`config.mk`:
```
export PLATFORM = sky130hd
export DESIGN_NAME = video_timing_gen
export DESIGN_NICKNAME = d
export VERILOG_FILES = /design/src/rtl/video_timing_gen.sv
export SDC_FILE = /design/constraint.sdc
export NUM_CORES = 1
export LEC_CHECK = 0
export ABC_AREA = 1
export CAP_MARGIN = 5
export CORE_ASPECT_RATIO = 1.2
export CORE_MARGIN = 5
export CORE_UTILIZATION = 45
export CTS_CLUSTER_SIZE = 28
export DETAILED_ROUTE_END_ITERATION = 10
export PLACE_DENSITY = 0.8
export RECOVER_POWER = 25
export SLEW_MARGIN = 20
export SYNTH_ARGS = -nofsm -noshare
export SYNTH_HDL_FRONTEND = slang
export SYNTH_SLANG_ARGS = --single-unit
```
`constraint.sdc`:
```
create_clock -name clk -period 2.7 [get_ports clk]
set_input_delay 0.675 -clock clk [delete_from_list [all_inputs] [get_ports clk]]
set_output_delay 0.675 -clock clk [all_outputs]
set_load 0.02 [all_outputs]
```
`src/rtl/video_timing_gen.sv`:
```
`default_nettype none
// ============================================================================
// video_timing_gen : 640x480@60 / 1280x720@60 raster timing and fill-colour gate
// Rev 1.0 - initial release
// ============================================================================
module video_timing_gen (
  input  logic        clk,
  input  logic        reset,
  input  logic [1:0]  res_switch,
  input  logic [23:0] color,
  output logic        hsync,
  output logic        vsync,
  output logic        de,
  output logic [10:0] x,
  output logic [9:0]  y,
  output logic        sof,
  output logic [23:0] rgb,
  output logic [1:0]  mode
);

  localparam logic [10:0] c_H0_ACT = 11'd640;
  localparam logic [10:0] c_H0_HS0 = 11'd656;
  localparam logic [10:0] c_H0_HS1 = 11'd751;
  localparam logic [10:0] c_H0_END = 11'd799;
  localparam logic [9:0]  c_V0_ACT = 10'd480;
  localparam logic [9:0]  c_V0_VS0 = 10'd490;
  localparam logic [9:0]  c_V0_VS1 = 10'd491;
  localparam logic [9:0]  c_V0_END = 10'd524;

  localparam logic [10:0] c_H1_ACT = 11'd1280;
  localparam logic [10:0] c_H1_HS0 = 11'd1390;
  localparam logic [10:0] c_H1_HS1 = 11'd1429;
  localparam logic [10:0] c_H1_END = 11'd1649;
  localparam logic [9:0]  c_V1_ACT = 10'd720;
  localparam logic [9:0]  c_V1_VS0 = 10'd725;
  localparam logic [9:0]  c_V1_VS1 = 10'd729;
  localparam logic [9:0]  c_V1_END = 10'd749;

  logic [10:0] r_h;
  logic [9:0]  r_v;
  logic        r_mode_q;
  logic [23:0] r_color_q;

  logic [10:0] w_hact, w_hs0, w_hs1, w_hend;
  logic [9:0]  w_vact, w_vs0, w_vs1, w_vend;
  logic        w_h_last, w_v_last, w_de, w_hs_on, w_vs_on;

  // Geometry always follows the shadowed mode, so a frame never changes length.
  always_comb begin
    w_hact = c_H0_ACT;  w_hs0 = c_H0_HS0;  w_hs1 = c_H0_HS1;  w_hend = c_H0_END;
    w_vact = c_V0_ACT;  w_vs0 = c_V0_VS0;  w_vs1 = c_V0_VS1;  w_vend = c_V0_END;
    if (r_mode_q) begin
      w_hact = c_H1_ACT;  w_hs0 = c_H1_HS0;  w_hs1 = c_H1_HS1;  w_hend = c_H1_END;
      w_vact = c_V1_ACT;  w_vs0 = c_V1_VS0;  w_vs1 = c_V1_VS1;  w_vend = c_V1_END;
    end
  end

  assign w_h_last = (r_h == w_hend);
  assign w_v_last = (r_v == w_vend);
  assign w_de     = (r_h < w_hact) && (r_v < w_vact);
  assign w_hs_on  = (r_h >= w_hs0) && (r_h <= w_hs1);
  assign w_vs_on  = (r_v >= w_vs0) && (r_v <= w_vs1);

  always_ff @(posedge clk) begin
    if (reset) begin
      r_h       <= '0;
      r_v       <= '0;
      r_mode_q  <= 1'b0;
      r_color_q <= '0;
    end else if (w_h_last) begin
      r_h <= '0;
      if (w_v_last) begin
        r_v       <= '0;
        // Reserved codes 10/11 fold to 640x480.
        r_mode_q  <= (res_switch == 2'b01);
        r_color_q <= color;
      end else begin
        r_v <= r_v + 10'd1;
      end
    end else begin
      r_h <= r_h + 11'd1;
    end
  end

  // Mode 0 syncs are active-low, mode 1 active-high.
  always_ff @(posedge clk) begin
    if (reset) begin
      hsync <= 1'b1;
      vsync <= 1'b1;
      de    <= 1'b0;
      x     <= '0;
      y     <= '0;
      sof   <= 1'b0;
      rgb   <= '0;
      mode  <= 2'b00;
    end else begin
      hsync <= r_mode_q ? w_hs_on : ~w_hs_on;
      vsync <= r_mode_q ? w_vs_on : ~w_vs_on;
      de    <= w_de;
      x     <= r_h;
      y     <= r_v;
      sof   <= (r_h == 11'd0) && (r_v == 10'd0);
      rgb   <= w_de ? r_color_q : 24'd0;
      mode  <= {1'b0, r_mode_q};
    end
  end

endmodule
`default_nettype wire

```
==> impl_metrics.json <==
{
  "outcome": "finished clean",
  "dieHeight_um": 118,
  "grt_pass1_vias": 3727,
  "period_share": 0.857,
  "ir_drop_mv": 0.321,
  "grt_setup_unrepaired": "false",
  "route.vias.total": 3745,
  "synth_cell_types": 35,
  "viasPerCell": 4.84,
  "syn_nets": 624,
  "relSlewSlack": 0.396,
  "port_buffers": 77,
  "post-synth-top-area-fraction": 0.443,
  "antenna_left": 0,
  "grtUsageMet1": 0.195,
  "firstDrtPassIters": 4,
  "drc": 0,
  "finalCriticalPeriod_ns": 2.31,
  "multi_input_area_sq_um": 1920,
  "regArea_sq_um": 1920,
  "die_x_um": 99.7,
  "tritoncts": "built",
  "clkTransAtPathRegs_ns": 0.07,
  "synthesis.instances": 567,
  "synth_area_sq_um": 4340,
  "post_cts_resized": 0,
  "final_nets": 703,
  "start_util": 0.459,
  "cp-start-kind": "flip-flop",
  "route.detailed.wl_per_inst_um": 12.5,
  "antenna_cells": 0,
  "grt_usage": 0.170,
  "synth_area_leaders": "dfxtp_1 (44%), nand2_1 (11%), inv_1 (8.6%)",
  "fin_skew_ns": 0.00673,
  "async_flop_share": 0,
  "synth_flop_cell": "dfxtp_1",
  "total_power_mw": 2.72,
  "synth_top_cell_by_area": "dfxtp_1",
  "crit_path_end_kind": "flip-flop",
  "yosysWarnings": 0,
  "syn_to_final_growth_pct": 25.5,
  "p_leak_nw": 2.47,
  "crit_arrival_ns": 2.57,
  "yosysSeqAreaShare": 0.443,
  "drt_iter0_drc": 163,
  "gr-usage-met3": 0.0439,
  "grt_pass1_wl_um": 16400,
  "ys_ff_latch": 96,
  "cts_buffer_depth": 2,
  "row_count": 39,
  "numCtsBuffers": 9,
  "nFillCells": 840,
  "busiest_layer": "met2",
  "die_area_sq_um": 11700,
  "grt_max_degree": 28,
  "core_area_sq_um": 9470,
  "power_density_nw_per_um2": 498,
  "clkLatencyLatePin_ns": 0.34,
  "synth_commonest_cells": "nand2_1 (128), inv_1 (99), dfxtp_1 (96), nor2_1 (83), ha_1 (29)",
  "finalHoldViolCount": 0,
  "criticalPathCategory": "flip-flop to flip-flop",
  "syn_area_per_cell_sq_um": 7.66,
  "finalSetupViolCount": 0,
  "overflow": 0,
  "hold_path_class": "flip-flop to flip-flop",
  "pin_count": 79,
  "use_met2": 0.291,
  "clockRootBuffer": "clkbuf_16",
  "synth_edf_count": 0,
  "placed_cells": 758,
  "h-tree-depth": 3,
  "fin_setup_tns_ns": 0,
  "hold_slack_ns": 0.447,
  "cts_setup_buffers": 0,
  "fin_cells": 774,
  "worstMarginPinSlew_ns": 0.905,
  "clock.fmax_mhz": 432,
  "layout-drive-gt1-share": 0.0829,
  "cap_viol_max_count": 0,
  "cp.required_ns": 2.96,
  "path_max_fanout": 25,
  "dp_hpwl_um": 7260,
  "slew_viol_final": 0,
  "antenna_found_initial": 0,
  "final_core_util": 0.576,
  "yosysMostFrequentCell": "nand2_1",
  "cts_sinks": 96,
  "wl_um": 9680,
  "gp_congestion": 0.968,
  "hold_buffers": 0
}
[where the power goes]
group	internal, mW	switching [mW]	leakage, nW
combinational	0.0594	0.0655	1.55
sequential	1.42	0.00780	0.775
clock	0.625	0.533	0.140
total	2.11	0.607	2.47
[logic make-up (layout without fill, tap and decap cells)]
| logic type | count (synthesis) | after routing | share of synthesized area |
|---|---|---|---|
| simple gates | 275 | 275 | 0.276 |
| buf+inv | 116 | 200 | 0.116 |
| flops | 96 | 96 | 0.443 |
| compound gates | 47 | 47 | 0.0744 |
| fa+ha+maj | 29 | 29 | 0.0836 |
| xor+xnor | 3 | 3 | 0.00605 |
| other cells | 1 | 1 | 0.000864 |
[stage by stage]
step	instance area, sq um	setup WS (ns)
after floorplan	4340	0.360
after global placement	5190	0.463
after detailed placement	5190	0.370
after CTS	5460	0.355
after global routing	5450	0.0728
final	5450	0.386
[placed cells by master, fill, tap and decap left out, types with 3 or more instances in the layout]
master / netlist / routed
nor3_1: 6 / 6
nor3b_1: 5 / 5
inv_1: 99 / 99
o21ai_0: 4 / 4
nand2_1: 128 / 128
ha_1: 29 / 29
nor2_1: 83 / 83
clkbuf_16: 0 / 9
xor2_1: 3 / 3
inv_6: 1 / 3
a21oi_2: 21 / 21
clkdlybuf4s50_1: 0 / 64
nor4_1: 3 / 3
nor3_2: 3 / 3
nand4_1: 15 / 15
nand3_1: 21 / 21
clkinv_2: 0 / 4
a21oi_1: 18 / 18
dfxtp_1: 96 / 96
dlygate4sd3_1: 0 / 13
[flip-flops by register name (all words and copies together) (netlist names), 10 cells and up]
signal / flops
r_color_q: 24
y: 10
rgb: 24
r_v: 10
r_h: 11
x: 11
[path summary, 6_finish.rpt]
kind | startpoint | end | slack [ns] | depth (start not counted)
worst max-delay path | r_mode_q | rgb[10] | 0.39 | 9
worst min register to register | r_color_q[2] | rgb[2] | 0.45 | 2
worst max register to register | r_mode_q | rgb[10] | 0.39 | 9
worst min-delay path | r_color_q[2] | rgb[2] | 0.45 | 2
[metal layers]
layer / routed length (um) / vias up
met1: 4110 / 1723
met3: 624 / 18
met5: 0 / -
li1: - / 1906
met2: 4730 / 98
met4: 225 / 0
[cell type report]
type,instances,area share
Clock inverter,7,0.00850
Sequential cell,96,0.353
Multi-Input combinational cell,355,0.352
Tap cell,123,0.0282
Clock buffer,9,0.0413
Timing Repair Buffer,82,0.146
Inverter,102,0.0712
[worst max-delay path, cell delays in order (launching register included)]
cell and delay [ns]:
dfxtp_1 0.31, inv_1 0.25, buf_4 0.23, ha_1 0.25, a21oi_1 0.23, nand2_1 0.08, nor2_1 0.09, o31ai_1 0.06
or2_1 0.52, nor2_1 0.22
Power figures use the tool's default switching activity.
